File: src/rtl/fireball_launch_ctrl_pkg.sv
// Shared screen geometry and launch-controller state encoding for the fireball path.
package fireball_launch_ctrl_pkg;

    localparam int H_ACTIVE        = 640;
    localparam int V_ACTIVE        = 480;
    localparam int FIREBALL_HALF_H = 56;

    // Cycles LAUNCH waits for the address generator to report busy.
    localparam int LAUNCH_TIMEOUT  = 4;

    typedef enum logic [1:0] {
        ST_IDLE     = 2'd0,
        ST_LAUNCH   = 2'd1,
        ST_FLIGHT   = 2'd2,
        ST_COOLDOWN = 2'd3
    } launch_state_t;

endpackage

File: src/rtl/fireball_launch_ctrl_player_y_tracker.sv
// Frame-tick driven vertical position register, clamped to the legal sprite centre range.
module player_y_tracker
    import fireball_launch_ctrl_pkg::*;
#(
    parameter int Y_MIN   = FIREBALL_HALF_H,
    parameter int Y_MAX   = V_ACTIVE - 1 - FIREBALL_HALF_H,
    parameter int Y_RESET = 240,
    parameter int STEP    = 4
) (
    input  logic       clk,
    input  logic       rst,
    input  logic       i_frame_tick,
    input  logic       i_key_up,
    input  logic       i_key_down,
    output logic [9:0] o_y,
    output logic [9:0] o_y_next
);

    localparam logic [10:0] C_STEP_W  = 11'(STEP);
    localparam logic [10:0] C_Y_MIN_W = 11'(Y_MIN);
    localparam logic [10:0] C_Y_MAX_W = 11'(Y_MAX);
    localparam logic [9:0]  C_Y_MIN   = 10'(Y_MIN);
    localparam logic [9:0]  C_Y_MAX   = 10'(Y_MAX);
    localparam logic [9:0]  C_Y_RESET = 10'(Y_RESET);

    logic [9:0]  r_y;
    logic [10:0] w_up;
    logic [10:0] w_down;

    // The extra bit exposes a borrow when stepping up past row 0.
    always_comb begin
        w_up     = {1'b0, r_y} - C_STEP_W;
        w_down   = {1'b0, r_y} + C_STEP_W;
        o_y_next = r_y;
        if (i_frame_tick && i_key_up && !i_key_down) begin
            if (w_up[10] || (w_up < C_Y_MIN_W)) begin
                o_y_next = C_Y_MIN;
            end else begin
                o_y_next = w_up[9:0];
            end
        end else if (i_frame_tick && i_key_down && !i_key_up) begin
            if (w_down > C_Y_MAX_W) begin
                o_y_next = C_Y_MAX;
            end else begin
                o_y_next = w_down[9:0];
            end
        end
    end

    always_ff @(posedge clk) begin
        if (rst) begin
            r_y <= C_Y_RESET;
        end else begin
            r_y <= o_y_next;
        end
    end

    assign o_y = r_y;

endmodule

File: src/rtl/fireball_launch_ctrl.sv
// Fireball launch controller: player position, energy/cooldown budget and the gogacu launch pulse.
module fireball_launch_ctrl
    import fireball_launch_ctrl_pkg::*;
#(
    parameter int Y_MIN           = FIREBALL_HALF_H,
    parameter int Y_MAX           = V_ACTIVE - 1 - FIREBALL_HALF_H,
    parameter int Y_RESET         = 240,
    parameter int STEP            = 4,
    parameter int ENERGY_MAX      = 200,
    parameter int FIRE_COST       = 100,
    parameter int COOLDOWN_FRAMES = 30
) (
    input  logic       clk,
    input  logic       rst,
    input  logic       frame_tick,
    input  logic       key_up,
    input  logic       key_down,
    input  logic       key_fire,
    input  logic       fire_busy,
    output logic       gogacu,
    output logic [9:0] position_y,
    output logic [9:0] player_y,
    output logic [7:0] energy,
    output logic       ready
);

    localparam int          CD_W         = $clog2(COOLDOWN_FRAMES + 1);
    localparam logic [7:0]  C_ENERGY_MAX = 8'(ENERGY_MAX);
    localparam logic [7:0]  C_FIRE_COST  = 8'(FIRE_COST);
    localparam logic [9:0]  C_Y_RESET    = 10'(Y_RESET);
    localparam logic [CD_W-1:0] C_CD_LOAD = CD_W'(COOLDOWN_FRAMES);
    localparam logic [CD_W-1:0] C_CD_ONE  = CD_W'(1);
    localparam logic [1:0]  C_LAUNCH_LAST = 2'(LAUNCH_TIMEOUT - 1);

    launch_state_t   r_state;
    launch_state_t   w_state_next;
    logic            r_fire_q;
    logic            r_gogacu;
    logic            w_gogacu_next;
    logic [9:0]      r_position_y;
    logic [9:0]      w_position_y_next;
    logic [7:0]      r_energy;
    logic [7:0]      w_energy_next;
    logic [CD_W-1:0] r_cool_cnt;
    logic [CD_W-1:0] w_cool_cnt_next;
    logic [1:0]      r_launch_cnt;
    logic [1:0]      w_launch_cnt_next;
    logic [9:0]      w_player_y;
    logic [9:0]      w_player_y_next;
    logic            w_fire_rise;
    logic            w_ready;
    logic            w_accept;

    function automatic logic [7:0] energy_inc(input logic [7:0] e);
        return (e >= C_ENERGY_MAX) ? C_ENERGY_MAX : e + 8'd1;
    endfunction

    player_y_tracker #(
        .Y_MIN   (Y_MIN),
        .Y_MAX   (Y_MAX),
        .Y_RESET (Y_RESET),
        .STEP    (STEP)
    ) u_player_y (
        .clk          (clk),
        .rst          (rst),
        .i_frame_tick (frame_tick),
        .i_key_up     (key_up),
        .i_key_down   (key_down),
        .o_y          (w_player_y),
        .o_y_next     (w_player_y_next)
    );

    assign w_fire_rise = key_fire & ~r_fire_q;
    assign w_ready     = (r_state == ST_IDLE) && (r_energy >= C_FIRE_COST) && !fire_busy;
    assign w_accept    = w_fire_rise & w_ready;

    always_comb begin
        w_state_next      = r_state;
        w_gogacu_next     = 1'b0;
        w_position_y_next = r_position_y;
        w_energy_next     = r_energy;
        w_cool_cnt_next   = r_cool_cnt;
        w_launch_cnt_next = r_launch_cnt;
        unique case (r_state)
            ST_IDLE: begin
                w_position_y_next = w_player_y_next;
                if (frame_tick) begin
                    w_energy_next = energy_inc(r_energy);
                end
                // A launch snapshots the pre-move position and cancels any same-cycle regen.
                if (w_accept) begin
                    w_state_next      = ST_LAUNCH;
                    w_gogacu_next     = 1'b1;
                    w_position_y_next = w_player_y;
                    w_energy_next     = r_energy - C_FIRE_COST;
                    w_launch_cnt_next = 2'd0;
                end
            end
            ST_LAUNCH: begin
                if (fire_busy) begin
                    w_state_next = ST_FLIGHT;
                end else if (r_launch_cnt == C_LAUNCH_LAST) begin
                    w_state_next    = ST_COOLDOWN;
                    w_cool_cnt_next = C_CD_LOAD;
                end else begin
                    w_launch_cnt_next = r_launch_cnt + 2'd1;
                end
            end
            ST_FLIGHT: begin
                if (!fire_busy) begin
                    w_state_next    = ST_COOLDOWN;
                    w_cool_cnt_next = C_CD_LOAD;
                end
            end
            ST_COOLDOWN: begin
                if (frame_tick) begin
                    w_energy_next = energy_inc(r_energy);
                    if (r_cool_cnt <= C_CD_ONE) begin
                        w_state_next      = ST_IDLE;
                        w_cool_cnt_next   = '0;
                        w_position_y_next = w_player_y_next;
                    end else begin
                        w_cool_cnt_next = r_cool_cnt - C_CD_ONE;
                    end
                end
            end
            default: begin
                w_state_next = ST_IDLE;
            end
        endcase
    end

    always_ff @(posedge clk) begin
        if (rst) begin
            r_state      <= ST_IDLE;
            r_fire_q     <= 1'b0;
            r_gogacu     <= 1'b0;
            r_position_y <= C_Y_RESET;
            r_energy     <= 8'd0;
            r_cool_cnt   <= '0;
            r_launch_cnt <= 2'd0;
        end else begin
            r_state      <= w_state_next;
            r_fire_q     <= key_fire;
            r_gogacu     <= w_gogacu_next;
            r_position_y <= w_position_y_next;
            r_energy     <= w_energy_next;
            r_cool_cnt   <= w_cool_cnt_next;
            r_launch_cnt <= w_launch_cnt_next;
        end
    end

    assign gogacu     = r_gogacu;
    assign position_y = r_position_y;
    assign player_y   = w_player_y;
    assign energy     = r_energy;
    assign ready      = w_ready;

endmodule
File: config.mk
export PLATFORM = sky130hd
export DESIGN_NAME = fireball_launch_ctrl
export DESIGN_NICKNAME = d
export VERILOG_FILES = /design/src/rtl/fireball_launch_ctrl_pkg.sv /design/src/rtl/fireball_launch_ctrl_player_y_tracker.sv /design/src/rtl/fireball_launch_ctrl.sv
export SDC_FILE = /design/constraint.sdc
export NUM_CORES = 1
export LEC_CHECK = 0
export CAP_MARGIN = 40
export CORE_ASPECT_RATIO = 1.2
export CORE_MARGIN = 2
export CORE_UTILIZATION = 50
export CTS_CLUSTER_DIAMETER = 200
export DETAILED_ROUTE_END_ITERATION = 8
export GPL_TIMING_DRIVEN = 0
export HOLD_SLACK_MARGIN = 0.06
export PLACE_DENSITY = 0.81
export SLEW_MARGIN = 20
export SYNTH_ARGS = -nofsm -noshare
export SYNTH_HDL_FRONTEND = slang
export SYNTH_SLANG_ARGS = --single-unit
export TNS_END_PERCENT = 1
File: constraint.sdc
create_clock -name clk -period 2.4 [get_ports clk]
set_input_delay 0.48 -clock clk [delete_from_list [all_inputs] [get_ports clk]]
set_output_delay 0.48 -clock clk [all_outputs]
set_load 0.03 [all_outputs]
Yosys cells after proc, flatten, opt, wreduce, memory -nomap -nowiden
Cells that the tools add are included.
W data, S select, Z words.
{"block": "classes", "mux": 30, "bitwise_logic": 4, "eq_ne": 12, "reduce_logical": 19, "order_cmp": 5, "n_addsub": 6}
{"cell": "$mux W10", "count": 7}
{"cell": "$mux W5", "count": 5}
{"cell": "$mux W8", "count": 3}
{"cell": "$pmux W10 S2", "count": 1}
{"cell": "$mux W2", "count": 9}
{"cell": "$pmux W8 S2", "count": 1}
{"cell": "$pmux W5 S3", "count": 1}
{"cell": "$ne A2 B2 Y1 const B", "count": 7}
{"cell": "$add A10 B3 Y11 const B", "count": 1}
{"cell": "$gt A11 B9 Y1 const B", "count": 1}
{"cell": "$lt A11 B6 Y1 const B", "count": 1}
{"cell": "$sub A10 B3 Y11 const B", "count": 1}
{"cell": "$reduce_and A5 Y1", "count": 2}
{"cell": "$add A8 B1 Y8 const B", "count": 1}
{"cell": "$ge A8 B7 Y1 const B", "count": 1}
{"cell": "$ge A8 B8 Y1 const B", "count": 1}
{"cell": "$pmux W2 S4", "count": 1}
{"cell": "$sub A8 B7 Y8 const B", "count": 1}
{"cell": "$eq A2 B2 Y1 const B", "count": 3}
{"cell": "$logic_and A1 B1 Y1", "count": 6}
{"cell": "$le A5 B1 Y1 const B", "count": 1}
{"cell": "$sub A5 B1 Y5 const B", "count": 1}
{"cell": "$pmux W2 S2", "count": 1}
{"cell": "$reduce_and A4 Y1", "count": 1}
{"cell": "other kinds (13)", "count": 18}
{"block": "totals", "out_inout_bits": 30, "elab_cells": 84, "inputBits": 7, "reg_bits": 39}

Logic depth before layout (Yosys ltp)
Gate-level depths: netlist of the first run.
{"block": "depth", "depth_word": 8, "ltp_mapped": 11, "depth_no_buf": 9}

By module
Synthesis of the first run repeated with hierarchy kept, for this count alone.
{"block": "unflattened", "hier_cells": 380, "area_unflattened_um2": 2941.6}
{"mod": "fireball_launch_ctrl", "instances": 1, "seq_area_each_um2": 580.6, "area_each_um2": 1884.3, "cells_each": 237}
{"mod": "player_y_tracker", "instances": 1, "seq_area_each_um2": 200.2, "area_each_um2": 1057.3, "cells_each": 143}

Worst setup path after synthesis of the first run
OpenSTA, ideal clock, no wires.
{"block": "synth_timing", "kind": "flip-flop to flip-flop", "startpoint": "reg u_player_y.r_y[2] (netlist: u_player_y.o_y[2])", "endpoint": "reg r_position_y[5] (netlist: position_y[5])", "path_buffers": 1, "setup_slack_ns": -0.103, "synth_period_minus_slack_ns": 2.503, "stages_incl_launch_ff": 11, "t_required_ns": 2.333, "arrival_time_ns": 2.436, "setup_time_ns": 0.067, "cell_sequence": "dfxtp_1 > clkbuf_1 > inv_1 > ha_1 > or4b_4 > nor4_2 > a21oi_1 > a221oi_2 > nor2_2 > a221o_1 > o21ai_2"}
{"block": "synth_via", "elab_chain_cells": 8, "word_cells_on_any_way": 13, "classes_between": "add/sub (2); order compare (2); mux (8); reduce/logical (1)"}
{"item": "start, declared", "line_no": "fireball_launch_ctrl_player_y_tracker.sv:26", "source": "logic [9:0] r_y;"}
{"item": "start signal, assigned", "line_no": "fireball_launch_ctrl_player_y_tracker.sv:54", "source": "r_y <= o_y_next;"}
{"item": "$add A10 B3 Y11 / $sub A10 B3 Y11 (equally long branches)", "line_no": "fireball_launch_ctrl_player_y_tracker.sv:33, fireball_launch_ctrl_player_y_tracker.sv:32"}
{"item": "$gt A11 B9 Y1 / $lt A11 B6 Y1 (equally long branches)", "line_no": "fireball_launch_ctrl_player_y_tracker.sv:42, fireball_launch_ctrl_player_y_tracker.sv:36"}
{"item": "$mux W10 / $logic_or A1 B1 Y1 (equally long branches)", "line_no": "fireball_launch_ctrl_player_y_tracker.sv:42, fireball_launch_ctrl_player_y_tracker.sv:36"}
{"item": "$mux W10, on equally long branches", "line_no": "fireball_launch_ctrl_player_y_tracker.sv:41, fireball_launch_ctrl_player_y_tracker.sv:36"}
{"item": "$mux W10 *", "line_no": "fireball_launch_ctrl_player_y_tracker.sv:35", "source": "if (i_frame_tick && i_key_up && !i_key_down) begin"}
{"item": "$mux W10", "line_no": "fireball_launch_ctrl.sv:118", "source": "if (r_cool_cnt <= C_CD_ONE) begin"}
{"item": "$mux W10", "line_no": "fireball_launch_ctrl.sv:116", "source": "if (frame_tick) begin"}
{"item": "$pmux W10 S2 *", "line_no": "fireball_launch_ctrl.sv:84", "source": "unique case (r_state)"}
{"item": "end signal, assigned", "line_no": "fireball_launch_ctrl.sv:146", "source": "r_position_y <= w_position_y_next;"}
{"item": "end, declared", "line_no": "fireball_launch_ctrl.sv:40", "source": "logic [9:0] r_position_y;"}
Every way passes the cells marked *; elsewhere a longest branch is shown, timed or not. The select of a mux whose other input is x is not followed.
A chain may end at the register's enable or synchronous reset.

Worst setup path in the final report of the first run
Ends and elaborated chain as after synthesis.

==> metrics.md, run 1 <==
| Metric | Value |
|---|---|
| Worst VDD drop | `about 0.48 mV` |
| Post-synth EDFFs | `0` |
| CP max stage delay | `0.47 ns` |
| Top post-synthesis cells by area | `dfxtp_1, ha_1, a21oi_1` |
| Min Tclk post-route | `2.46 ns` |
| Worst Path Buf+Inv | `3` |
| Top FF cell, synth | `dfxtp_1` |
| DR pass1 iterations | `4` |
| Crit-path cells | `clkbuf_8 -> inv_6 -> ha_4 -> or4b_4 -> nor4_2 -> a21oi_1 -> a221oi_2 -> buf_4 -> nor2_2 -> a221o_1 -> o21ai_2` |
| CP startpoint kind | `register` |
| Worst rel slew slack | `0.508` |
| CP delay by family, top | `compound AO/OA/AOI/OAI gates` |
| Max-cap check violation count | `0` |
| Die area | `0.00616 sq mm` |
| Mapped Cells | `~360` |
| Synth top cells by count | `dfxtp_1, nor2_1, a21oi_1` |
| Post-synth top area cell | `dfxtp_1` |
| CTS tree | `done` |
| Post-route DRC | `0` |
| Worst EP required | `about 2.6 ns` |
| Largest net degree at the start of global routing | `14` |
| WL per Instance | `17.0 um` |
| Root Driver | `clkbuf_8` |
| GRT Total Usage | `0.273` |
| Starting density of the core | `0.520` |
| Status | `complete, but fails checks` |
| First-pass GRT wire length | `13300 um` |
| Worst skew pair latency | `0.30 ns` |
| R2R Path End | `position_y[5]` |
| Clk slew on worst S/H paths | `approximately 0.080 ns` |
| Crit Path Category | `register to register` |
| Share of layout cells above drive strength 1 | `0.139` |
| Fin Hold WS | `0.487 ns` |
| Vias | `2960` |
| DR iter-0 viols | `239` |
| Reg-to-Reg Start | `u_player_y.o_y[2]` |
| Nets | `431` |
| Post-synthesis average cell area | `7.68 sq um` |
| CP Depth | `11` |
| Failing checks | `negative setup slack` |
| Asr flop ratio synth | `0` |
| Die Ht | `about 86 um` |
| Vias in the first global route | `approximately 2.7k` |
| Final Skew | `0.00323 ns` |
| DRT Wirelength | `8030 um` |
| CP Data Arrival Time | `roughly 2.7 ns` |
| Synth warn | `0` |
| Ant diodes | `0` |
| Synth Cell Area | `0.00277 sq mm` |
| Endpoints failing setup | `2` |
| Pwr per Cell Area | `627 mW/mm^2` |
| Area Growth Syn to Fin | `24.7%` |
| Grt ovf | `0` |
| CTS hold repair buffers | `0` |
| Setup TNS | `-0.0879 ns` |
| Count of input and output buffers | `36` |
| Final non-filler cell total | `471` |
| Fill count | `473` |
| Worst setup path start | `u_player_y.o_y[2]` |
| Number of placed instances, taps included | `460` |
| TritonCTS Sinks | `39` |
| RSZ-0062 raised after global routing | `yes` |
| Post-DP HPWL | `5750 um` |
| Slew Viols, Final | `0` |
| Synth top area share | `0.282` |
| Setup crit end | `position_y[5]` |
| CP Capture Type | `register` |
| Core area | `0.00533 sq mm` |
| Routability Congestion | `0.952` |
| Placed standard-cell area | `approximately 0.0032 sq mm` |
| Crit share post-route | `1.03` |
| HP Class | `register to register` |
| Ports | `37` |
| CP max FO | `10` |
| Sequential element share of the synthesized area | `0.282` |
| Cts bufs inserted | `5` |
| Final design area excluding fillers | `0.00346 sq mm` |
| Fin util | `0.648` |
| Final hold viol count | `0` |
| Max Freq | `0.406 GHz` |
| Rows | `29` |
| Post-synthesis cell type count | `64` |
| R2R depth | `11` |
| Slowest CP cell | `or4b_4` |
| Antenna-violating nets left | `0` |
| Final WS setup | `-0.0635 ns` |
| Max Buffers Root-to-Sink | `2` |
| Horiz. Die Dim | `slightly above 70 um` |
| Vias per cell | `6.28` |
| Reg2reg setup slack | `-0.06 ns` |
| H-tree levels | `2` |
| Slew @ Worst Pin | `0.719 ns` |
| P_leak | `between 1 and 1.5 nW` |
| Initial antenna violation count | `0` |
| Post-synthesis net count | `384` |
| FF+latch count, synth | `39` |
-- placed cells by master (no fill, tap or decap), types with 4 or more instances in the layout --
cell	count
nor2_1	37
dfxtp_1	35
clkdlybuf4s50_1	35
a21oi_1	31
nand2_1	27
o21ai_0	22
nand3_1	18
inv_1	17
ha_1	15
nor3_1	9
a31oi_1	9
clkbuf_8	8
nand3b_1	7
clkbuf_1	6
buf_4	6
or3_1	6
buf_6	5
nor2b_1	5
xor2_1	4
o211ai_1	4
o21ai_1	4
and3_1	4
a211oi_1	4
dfxtp_2	4
-- how the worst min path moves through the flow --
stage | from | endpoint | slack [ns] | cells past startpoint
after detailed placement | position_y[9] | position_y[9] | 0.48 | 1
after global routing | position_y[9] | position_y[9] | 0.52 | 1
final | position_y[1] | position_y[1] | 0.49 | 2
after global placement | r_launch_cnt[1] | r_launch_cnt[1] | 0.46 | 2
after floorplan | r_launch_cnt[1] | r_launch_cnt[1] | 0.45 | 2
after CTS | r_launch_cnt[1] | r_launch_cnt[1] | 0.49 | 2
-- cells by family after synthesis --
| family | share of synthesized area |
|---|---|
| flops | 0.282 |
| buf+inv | 0.0803 |
| simple gates | 0.259 |
| xor+xnor | 0.0221 |
| compound gates | 0.277 |
| mux | 0.00722 |
| fa+ha+maj | 0.0722 |
-- registers in the layout (all words and copies together) (netlist names) --
register / cells
gogacu: 1
u_player_y.o_y: 10
r_cool_cnt: 5
r_state: 2
r_launch_cnt: 2
energy: 8
r_fire_q: 1
position_y: 10
-- layer usage --
metal | wire (um) | part of all wire | vias up | GRT usage
met5 | 0 | 0 | - | 0
met4 | 195 | 0.024 | 0 | 0.115
met3 | 454 | 0.057 | 16 | 0.0341
met2 | 4000 | 0.50 | 110 | 0.471
met1 | 3380 | 0.42 | 1417 | 0.340
li1 | - | - | 1417 | -
-- stage by stage --
step	setup slack, ns	power [mW]
2_1_floorplan	0.00688	1.34
4_1_cts	-0.0516	2.14
3_3_place_gp	-0.298	1.54
6_report	-0.0635	2.17
5_1_grt	-0.186	2.28
3_5_place_dp	-0.322	1.57
-- tightest hold or removal path, stage by stage, from the launching register on --
cell	delay [ns]
dfxtp_1	0.32
nand2_1	0.05
o211ai_1	0.07
-- final cells by class --
type                       count  area (sq um)  share of cell area
buffer                        21           163              0.0471
clock buffer                   5          68.8              0.0199
clock inverter                 3          43.8              0.0127
inverter                      20          80.1              0.0232
multi-input combinational    281          1850               0.535
sequential                    39           786               0.227
tap                           62          77.6              0.0224
timing repair buffer          40           388               0.112
-- where the power goes --
part           switching (mW)  total, mW  internal [mW]
Sequential             0.0573      0.774          0.717
Clock                   0.259      0.569          0.310
Combinational           0.506      0.823          0.318
Total                   0.822       2.17           1.34
-- timing repair --
item / in CTS / in global routing
pin swaps: 3 / 2
resized for setup: 16 / 18
setup endpoints to repair: 19 / 25
cloned: 0 / 0
setup buffers: 3 / 0
(Power assumes the default switching activity.)
==> run 2, diff against run 1 <==
- CORE_MARGIN: 2 -> 3
==> run 2 against run 1 <==
Compared with the run above: the flow still finishes with violations (negative setup slack); global-route usage is 1.5 points lower; via count increased by 1.0%; worst hold slack better by 0.0026 ns; die area rose by 5.2%; clock-buffer cell count is the same; register-to-register slack got worse by 0.05 ns; wire length barely moved; power rose by 0.49%; largest power group unchanged.
==> metrics.md, run 2 (synthesized netlist as in run 1, its figures left out) <==
| Metric | Value |
|---|---|
| Status | `complete, but fails checks` |
| Failing checks | `negative setup slack` |
| First-pass GRT wire length | `13100 um` |
| HP Class | `register to register` |
| Nets | `430` |
| DR iter-0 viols | `277` |
| Vias per cell | `6.36` |
| RSZ-0062 raised after global routing | `yes` |
| Total power | `2.18 mW` |
| Vias | `around 3k` |
| Worst skew pair latency | `0.30 ns` |
| Pint | `1.35 mW` |
| CTS hold repair buffers | `0` |
| Hold path cells | `2` |
| Post-route DRC | `0` |
| DR pass1 iterations | `5` |
| DRT Wirelength | `8030 um` |
| CTS tree | `done` |
| Cts bufs inserted | `5` |
| Crit share post-route | `1.05` |
| Fin Hold WS | `0.490 ns` |
| CP max stage delay | `0.48 ns` |
| Final Skew | `0.00513 ns` |
| Clock power share | `0.265` |
| Slowest CP cell | `or4b_4` |
| Core area | `0.00533 sq mm` |
| Most frequent cells in the layout | `nor2_1, dfxtp_1, clkdlybuf4s50_1` |
| Antenna-violating nets left | `0` |
| Starting density of the core | `0.520` |
| Routability Congestion | `around 0.95` |
| R2R depth | `10` |
| CP Capture Type | `register` |
| CP Depth | `10` |
| Setup TNS | `-0.289 ns` |
| Max-cap check violation count | `0` |
| Largest net degree at the start of global routing | `15` |
| Crit-path cells | `clkbuf_16 -> inv_8 -> ha_4 -> or4b_4 -> nor4_4 -> a21oi_2 -> a221oi_2 -> nor2_2 -> a221o_1 -> o21ai_2` |
| Rows | `29` |
| Clk slew on worst S/H paths | `roughly 0.090 ns` |
| Max Buffers Root-to-Sink | `2` |
| Post-DP HPWL | `around 5900 um` |
| Worst VDD drop | `0.473 mV` |
| Ant diodes | `0` |
| Area occupied by registers | `788 sq um` |
| Slew @ Worst Pin | `between 0.6 and 0.7 ns` |
| H-tree levels | `2` |
| Final design area excluding fillers | `0.00347 sq mm` |
| Die Ht | `87.6 um` |
| Fin util | `0.650` |
| Fill count | `468` |
| Ports | `37` |
| P_leak | `1.29 nW` |
| Initial antenna violation count | `0` |
| NetSw | `0.827 mW` |
| Final hold viol count | `0` |
| Root Driver | `clkbuf_8` |
| Placed standard-cell area | `0.00322 sq mm` |
| Crit Path Category | `register to register` |
| Max Freq | `0.397 GHz` |
| CP max FO | `10` |
| TritonCTS Sinks | `39` |
| Vias in the first global route | `2793` |
| Min Tclk post-route | `2.52 ns` |
| Final non-filler cell total | `470` |
| Worst EP required | `around 2.6 ns` |
| Worst Path Buf+Inv | `2` |
| Worst slack, placed | `-0.349 ns` |
| Horiz. Die Dim | `74.0 um` |
| CP startpoint kind | `register` |
| Grt ovf | `0` |
| Sw Ratio | `0.380` |
| Pwr per Cell Area | `about 630 mW/mm^2` |
| Most common cell after layout, fill and taps aside | `nor2_1` |
| CP delay by family, top | `compound AO/OA/AOI/OAI gates` |
| Endpoints failing setup | `6` |
| Footprint of the multi-input gates | `0.00185 sq mm` |
| Count of input and output buffers | `36` |
| WL per Instance | `roughly 17 um` |
| Area Growth Syn to Fin | `25.0%` |
| CP Data Arrival Time | `2.76 ns` |
| Slew Viols, Final | `0` |
| Number of placed instances, taps included | `between 400 and 500` |
| GRT Total Usage | `0.258` |
| Die area | `0.00648 sq mm` |
| Share of layout cells above drive strength 1 | `0.135` |
| Part of the power in registers | `0.356` |
| Final WS setup | `-0.118 ns` |
| Logic gate share of total power | `0.379` |
| Worst rel slew slack | `0.563` |
-- run 2: changes by cell type in the layout (fill, tap and decap cells not counted), sizes merged --
cell    previous run  this run
inv               19        20
clkinv             3         2
buf               13        12
-- run 2: routing by layer --
metal  part of all wire  routed length [um]  up-vias  track usage
met1               0.42                3340     1414        0.308
li1                   -                   -     1414            -
met2               0.49                3970      136        0.446
met5                  0                   0        -            0
met4              0.035                 280        0        0.122
met3              0.056                 448       27       0.0390
-- run 2: worst register-to-register path, cell delays in order (launching register included) --
cell       delay (ns)
dfxtp_4          0.37
clkbuf_16        0.17
inv_8            0.07
ha_4             0.13
or4b_4           0.48
nor4_4           0.16
a21oi_2          0.05
a221oi_2         0.41
nor2_2           0.11
a221o_1          0.39
o21ai_2          0.12
-- run 2: power groups by stage --
stage	Combinational [mW]	Clock (mW)	Sequential (mW)
3_5_place_dp	0.779	0	0.788
2_1_floorplan	0.489	0	0.847
4_1_cts	0.802	0.582	0.774
3_3_place_gp	0.758	0	0.784
6_report	0.826	0.577	0.774
5_1_grt	0.904	0.612	0.783
-- run 2: what timing repair did --
| item | CTS | global route |
|---|---|---|
| setup buffers | 1 | 1 |
| pin swaps | 3 | 7 |
| endpoints found under the setup margin | 18 | 17 |
| resized for setup | 19 | 17 |
-- run 2: final cells by class --
type                            count  share of cell area
Multi-Input combinational cell    281               0.534
Sequential cell                    39               0.227
Timing Repair Buffer               39               0.110
Tap cell                           62              0.0224
Buffer                             21              0.0495
Clock inverter                      3              0.0137
Inverter                           20              0.0238
Clock buffer                        5              0.0199
-- run 2: worst paths after layout --
check / from / end / slack (ns)
hold / removal: position_y[1] / position_y[1] / 0.49
setup / recovery: u_player_y.o_y[2] / position_y[5] / -0.12
setup reg to reg: u_player_y.o_y[2] / position_y[5] / -0.12
hold reg to reg: position_y[1] / position_y[1] / 0.49
